--- src/rtl/qc_circular_unshifter.sv ---
// qc_circular_unshifter
//   Pipelined inverse circular shifter for the QC-LDPC write-back path.
//   Each beat carries a Z-bit block (Z <= MAXZ) that was rotated right by s
//   on the way in; this block rotates it left by s within the low Z bits.
//   The rotation is built from two log-shifters: left by s and right by Z-s.
//   Their OR, masked to Z, is the wrapped result.
//
//   Ports
//     CLK, rst_n            clock, synchronous active-low reset
//     in_valid/in_ready     input handshake (in_ready = global advance)
//     in_data               rotated block, bits >= Z ignored
//     shift_val, z_size     rotation amount s and lifting size Z
//     in_tag                sideband, passed through
//     out_valid/out_ready   output handshake
//     out_data, out_tag     unshifted block and its tag (registered)
//     out_err               beat had Z == 0, Z > MAXZ or s >= Z
//
//   Pipeline: capture (1) + one stage per shift-amount bit + combine (1),
//   so latency is $clog2(MAXZ) + 2 cycles. A single global stall freezes
//   every stage whenever the output holds a beat that is not being taken.

// One log-shifter stage: applies bit IDX of both shift amounts.
module qc_unshift_stage #(
  parameter int MAXZ = 81,
  parameter int TAGW = 8,
  parameter int SW   = 7,
  parameter int ZW   = 7,
  parameter int IDX  = 0
) (
  input  logic            CLK,
  input  logic            advance,
  input  logic [MAXZ-1:0] l_in,
  input  logic [MAXZ-1:0] r_in,
  input  logic [SW-1:0]   samt_in,
  input  logic [SW-1:0]   ramt_in,
  input  logic [ZW-1:0]   z_in,
  input  logic [TAGW-1:0] tag_in,
  input  logic            err_in,
  output logic [MAXZ-1:0] l_out,
  output logic [MAXZ-1:0] r_out,
  output logic [SW-1:0]   samt_out,
  output logic [SW-1:0]   ramt_out,
  output logic [ZW-1:0]   z_out,
  output logic [TAGW-1:0] tag_out,
  output logic            err_out
);
  localparam int STEP = 1 << IDX;

  // Datapath only; validity lives in the top-level vld_pipe.
  always_ff @(posedge CLK) begin
    if (advance) begin
      l_out    <= samt_in[IDX] ? (l_in << STEP) : l_in;
      r_out    <= ramt_in[IDX] ? (r_in >> STEP) : r_in;
      samt_out <= samt_in;
      ramt_out <= ramt_in;
      z_out    <= z_in;
      tag_out  <= tag_in;
      err_out  <= err_in;
    end
  end
endmodule

module qc_circular_unshifter #(
  parameter  int MAXZ = 81,
  parameter  int TAGW = 8,
  localparam int SW   = $clog2(MAXZ),
  localparam int ZW   = $clog2(MAXZ + 1)
) (
  input  logic            CLK,
  input  logic            rst_n,
  input  logic            in_valid,
  output logic            in_ready,
  input  logic [MAXZ-1:0] in_data,
  input  logic [SW-1:0]   shift_val,
  input  logic [ZW-1:0]   z_size,
  input  logic [TAGW-1:0] in_tag,
  output logic            out_valid,
  input  logic            out_ready,
  output logic [MAXZ-1:0] out_data,
  output logic [TAGW-1:0] out_tag,
  output logic            out_err
);
  function automatic logic [MAXZ-1:0] zmask(input logic [ZW-1:0] z);
    logic [MAXZ-1:0] m;
    for (int i = 0; i < MAXZ; i++) m[i] = (i < int'(z));
    return m;
  endfunction

  logic advance;
  assign advance  = out_ready | ~out_valid;
  assign in_ready = advance;

  // Capture-stage decode
  logic [ZW-1:0]   s_ext, z_minus_s;
  logic            legal;
  logic [MAXZ-1:0] d_cap;
  logic [SW-1:0]   s_cap, r_cap;

  assign s_ext     = ZW'(shift_val);
  assign legal     = (z_size != '0) && (z_size <= ZW'(MAXZ)) && (s_ext < z_size);
  assign z_minus_s = z_size - s_ext;
  assign d_cap     = legal ? (in_data & zmask(z_size)) : '0;
  assign s_cap     = legal ? shift_val : '0;
  // With s = 0 the right path would need a shift by Z (> SW bits when MAXZ
  // is a power of two); shifting by 0 instead is harmless since OR-ing the
  // block with itself leaves it unchanged.
  assign r_cap     = (legal && shift_val != '0) ? SW'(z_minus_s) : '0;

  // Stage chain; index 0 is the capture register, index i the output of
  // shift stage i.
  logic [SW:0]     vld_pipe;
  logic [MAXZ-1:0] lsh_w  [SW+1];
  logic [MAXZ-1:0] rsh_w  [SW+1];
  logic [SW-1:0]   samt_w [SW+1];
  logic [SW-1:0]   ramt_w [SW+1];
  logic [ZW-1:0]   z_w    [SW+1];
  logic [TAGW-1:0] tag_w  [SW+1];
  logic            err_w  [SW+1];

  logic [MAXZ-1:0] cap_d_q;
  logic [SW-1:0]   cap_s_q, cap_r_q;
  logic [ZW-1:0]   cap_z_q;
  logic [TAGW-1:0] cap_tag_q;
  logic            cap_err_q;

  always_ff @(posedge CLK) begin
    if (advance) begin
      cap_d_q   <= d_cap;
      cap_s_q   <= s_cap;
      cap_r_q   <= r_cap;
      cap_z_q   <= z_size;
      cap_tag_q <= in_tag;
      cap_err_q <= ~legal;
    end
  end

  assign lsh_w[0]  = cap_d_q;
  assign rsh_w[0]  = cap_d_q;
  assign samt_w[0] = cap_s_q;
  assign ramt_w[0] = cap_r_q;
  assign z_w[0]    = cap_z_q;
  assign tag_w[0]  = cap_tag_q;
  assign err_w[0]  = cap_err_q;

  for (genvar i = 0; i < SW; i++) begin : g_stage
    qc_unshift_stage #(
      .MAXZ(MAXZ), .TAGW(TAGW), .SW(SW), .ZW(ZW), .IDX(i)
    ) u_stage (
      .CLK     (CLK),
      .advance (advance),
      .l_in    (lsh_w[i]),
      .r_in    (rsh_w[i]),
      .samt_in (samt_w[i]),
      .ramt_in (ramt_w[i]),
      .z_in    (z_w[i]),
      .tag_in  (tag_w[i]),
      .err_in  (err_w[i]),
      .l_out   (lsh_w[i+1]),
      .r_out   (rsh_w[i+1]),
      .samt_out(samt_w[i+1]),
      .ramt_out(ramt_w[i+1]),
      .z_out   (z_w[i+1]),
      .tag_out (tag_w[i+1]),
      .err_out (err_w[i+1])
    );
  end

  // Amounts are fully consumed once the last stage has applied its bit.
  logic unused_amt;
  assign unused_amt = ^{samt_w[SW], ramt_w[SW]};

  // Valid shift register and combine/output stage
  always_ff @(posedge CLK) begin
    if (!rst_n) begin
      vld_pipe  <= '0;
      out_valid <= 1'b0;
      out_data  <= '0;
      out_tag   <= '0;
      out_err   <= 1'b0;
    end else if (advance) begin
      vld_pipe  <= {vld_pipe[SW-1:0], in_valid};
      out_valid <= vld_pipe[SW];
      out_data  <= (lsh_w[SW] | rsh_w[SW]) & zmask(z_w[SW]) & {MAXZ{~err_w[SW]}};
      out_tag   <= tag_w[SW];
      out_err   <= err_w[SW];
    end
  end
endmodule

--- config.mk ---
export PLATFORM = sky130hd
export DESIGN_NAME = qc_circular_unshifter
export DESIGN_NICKNAME = d
export VERILOG_FILES = /design/src/rtl/qc_circular_unshifter.sv
export SDC_FILE = /design/constraint.sdc
export NUM_CORES = 2
export LEC_CHECK = 0
export ABC_AREA = 1
export CORE_MARGIN = 4
export CORE_UTILIZATION = 55
export CTS_BUF_LIST = sky130_fd_sc_hd__clkbuf_4 sky130_fd_sc_hd__clkbuf_8
export DETAILED_ROUTE_END_ITERATION = 6
export PLACE_DENSITY = 0.82
export SLEW_MARGIN = 30
export SYNTH_ARGS = -nofsm -noshare
export SYNTH_HDL_FRONTEND = slang
export SYNTH_SLANG_ARGS = --single-unit
--- constraint.sdc ---
create_clock -name CLK -period 145 [get_ports CLK]
set_input_delay 29 -clock CLK [delete_from_list [all_inputs] [get_ports CLK]]
set_output_delay 29 -clock CLK [all_outputs]
set_load 0.05 [all_outputs]
==> flow_summary_export.csv <==
group,metric,value,unit
routing,wl_per_cell,19.6,um
worst_setup_path,r2r-start,"out_valid",
clock_tree,h-tree-depth,4,
worst_setup_path,cp_slowest_cell,"clkdlybuf4s50_1",
routing,totalWireLength,134000,um
timing,finalSetupViolations,0,
pwr,power_density,15.7,nW/um^2
outcome,outcome,"complete, no violations",
clock_tree,clk-insertion-delay-late,0.90,ns
place,numPortBuffers,198,
clock_tree,cts_resized,0,
worst_setup_path,crit_end,"in_ready",
worst_setup_path,r2r_slack,141.15,ns
routing,first_pass_iters,7,
timing,post-route-min-period,59.68,ns
timing,slew_viol_final,0,
timing,finalHoldViolCount,0,
die,start_util,55.6,%
final_layout,areaGrowthSynthToFinish,12.8,%
routing,via_per_inst,5.35,
worst_setup_path,crit_required,116.00,ns
yosys,synth-seq-cells,1498,
place,place_congestion,0.960,
place,dpl.hpwl,93900,um
worst_setup_path,end_kind,"output port",
place,place_area,62800,um^2
die,ioPinCount,199,
worst_setup_path,r2r_cells,6,
routing,drc,0,
yosys,syn_area,59700,um^2
worst_setup_path,critPathMostFrequentCell,"clkdlybuf4s50_1",
timing,timing.fmax,0.0168,GHz
timing,slew_headroom,36.4,%
global_routing,grt-ovfl-total,0,
timing,worstMarginPinSlew,0.947,ns
yosys,syn_nets,5148,
hold_path,hp-class,"reg2reg",
final_layout,drive_gt1_share,9.38,%
final_layout,fin_area,67400,um^2
final_layout,fin_nets,5358,
global_routing,antenna_found_initial,4,
timing,finalSetupTns,0,ns
worst_setup_path,crit_path_max_fanout,4,
worst_setup_path,crit_family,"buffers and inverters",
pwr,seqPwrFrac,56.9,%
timing,post-route-period-util,41.2,%
worst_setup_path,crit_start,"out_ready",
clock_tree,postCtsSetupBuffers,0,
worst_setup_path,reg2reg_to,"cap_r_q[6]",
pwr,switching_share,26.4,%
worst_setup_path,path_depth,4,
timing,grt_setup_unrepaired,"no",
global_routing,grt_pass1_vias,34400,
clock_tree,numCtsBuffers,221,
die,fp.dieW,337,um
pwr,p_int,0.000778,W
die,coreArea,107000,um^2
clock_tree,path_clk_slew,0.06,ns
routing,drt_iter0_markers,4978,
yosys,syn_avg_cell_area,11.9,um^2
clock_tree,cts_root_buf,"clkbuf_8",
global_routing,grt_first_pass_wirelength,201000,um
pwr,comb_power_share,11.6,%
die,rows,120,
yosys,yosysUniqueCellTypes,30,
pwr,power_frac_clock,31.5,%
pwr,max-vdd-ir-drop,11.4,uV
clock_tree,cts_tree,"done",
worst_setup_path,crit_buf_inv,3,
routing,postRouteAntennaNets,0,
timing,fin_skew,0.0513,ns
yosys,ys_seq_area_share,73.7,%
worst_setup_path,start_kind,"input pin",
clock_tree,numClockSinks,1498,
worst_setup_path,slowest_delay,0.84,ns
global_routing,grt_max_degree,212,
clock_tree,cts_hold_buffers,0,
yosys,synthCells,5033,
worst_setup_path,crit_type,"in2out",
routing,vias,36600,
global_routing,grt.total_usage,23.4,%
yosys,ys.warnings.count,0,
worst_setup_path,worstPathArrival,30.68,ns
die,dieArea,114000,um^2
clock_tree,clock_path_buffers,3,
hold_path,hp-start,"g_stage[0].u_stage.tag_out[3]",
die,die_h,337,um
worst_setup_path,path_cells,"clkdlybuf4s50_1 -> inv_1 -> nand2_4 -> clkdlybuf4s50_1",
flow_run,max-cap-violations,0,
pwr,leakage,26.3,nW
pwr,power.switching,0.000279,W
[per-stage QoR]
step / instances / setup WS [ns] / util (%) / total power [W] / hold slack [ns]
3_5_place_dp: 6419 / 85.31 / 58.5 / 0.000730 / 0.405
5_1_grt: 6834 / 85.27 / 62.8 / 0.00110 / 0.385
2_1_floorplan: 5033 / 48.79 / - / 0.000669 / 0.400
3_3_place_gp: 6419 / 85.29 / 58.5 / 0.000723 / 0.402
4_1_cts: 6828 / 85.30 / 62.6 / 0.00106 / 0.386
6_report: 6834 / 85.32 / 62.8 / 0.00106 / 0.391
[layout make-up]
class,instances,area [um^2]
flip-flops and latches,1498,44000
fillers,7757,40000
multi-input cells,2642,12400
clock buffers,316,3800
repair buffers,239,2460
inverters,641,2410
well taps,1403,1760
clock inverters,93,586
diodes,2,5.00
[worst register-to-register path: cells and delay by family (launching register included)]
family / cells / cell delay [ns]
flops: 1 / 0.37
simple gates: 1 / 0.20
buf+inv: 5 / 2.76
[registers in the layout, indices dropped and copies added (netlist names), 7 cells and up]
| signal | flops |
|---|---|
| out_tag | 8 |
| g_stage.u_stage.err_out | 7 |
| g_stage.u_stage.r_out | 567 |
| g_stage.u_stage.l_out | 567 |
| vld_pipe | 8 |
| cap_z_q | 7 |
| g_stage.u_stage.z_out | 49 |
| g_stage.u_stage.ramt_out | 21 |
| cap_tag_q | 8 |
| cap_s_q | 7 |
| g_stage.u_stage.tag_out | 56 |
| out_data | 81 |
| cap_r_q | 7 |
| g_stage.u_stage.samt_out | 21 |
| cap_d_q | 81 |
[kinds of logic after synthesis]
family	count (synthesis)	synth area share, %
simple gates	1519	9.78
buf+inv	893	5.67
mux	87	1.64
flops	1498	73.7
fa+ha+maj	8	0.180
compound gates	1025	9.00
xor+xnor	3	0.0440
[worst min-delay path by stage]
stage / to / slack, ns / depth (start not counted)
finish: g_stage[1].u_stage.tag_out[3] / 0.39 / 0
global placement: g_stage[6].u_stage.tag_out[5] / 0.40 / 0
floorplan: g_stage[0].u_stage.err_out / 0.40 / 0
detailed placement: g_stage[0].u_stage.samt_out[5] / 0.40 / 0
global route: g_stage[1].u_stage.tag_out[3] / 0.38 / 0
CTS: g_stage[1].u_stage.tag_out[3] / 0.39 / 0
[cell usage after synthesis, drive strengths merged]
cell type | n | area share (%)
a21oi | 460 | 3.9
buf | 42 | 0.32
clkbuf | 210 | 1.3
clkinv | 2 | 0.013
dfxtp | 99 | 3.3
edfxtp | 1399 | 70
fa | 1 | 0.034
ha | 7 | 0.15
inv | 639 | 4.0
mux2 | 87 | 1.6
nand2 | 641 | 4.0
nand3 | 39 | 0.34
nand3b | 1 | 0.013
nand4 | 3 | 0.031
nor2 | 812 | 5.1
nor3 | 4 | 0.042
o211ai | 98 | 1.2
o21ai | 467 | 3.9
or2 | 19 | 0.20
xnor2 | 1 | 0.015
xor2 | 2 | 0.029
[metal layers]
layer / share of wire, % / vias to the layer above / GRT usage, %
li1: - / 17600 / -
met1: 40 / 16900 / 32.0
met2: 45 / 1811 / 36.1
met3: 8.3 / 276 / 4.01
met4: 6.1 / 0 / 13.3
met5: 0 / - / 0
[power groups by stage]
stage / registers (W) / logic [W] / clock network [W]
after floorplan: 0.000594 / 0.0000748 / 0
after global placement: 0.000606 / 0.000117 / 0
after detailed placement: 0.000609 / 0.000121 / 0
after CTS: 0.000601 / 0.000122 / 0.000337
after global routing: 0.000606 / 0.000137 / 0.000359
final: 0.000601 / 0.000123 / 0.000332
[layout by cell type, fill, tap and decap left out, types with 38 or more instances in the layout]
cell and n:
clkinv_1 65, clkbuf_4 87, nand3_1 38, nor2_1 806
inv_1 637, o21ai_0 460, clkdlybuf4s50_1 198, edfxtp_1 1399
a21oi_1 459, nand2_1 638, o211ai_1 98, mux2_2 87
clkbuf_8 229, dfxtp_1 99
Note: power is estimated with default switching activity, not from simulation.
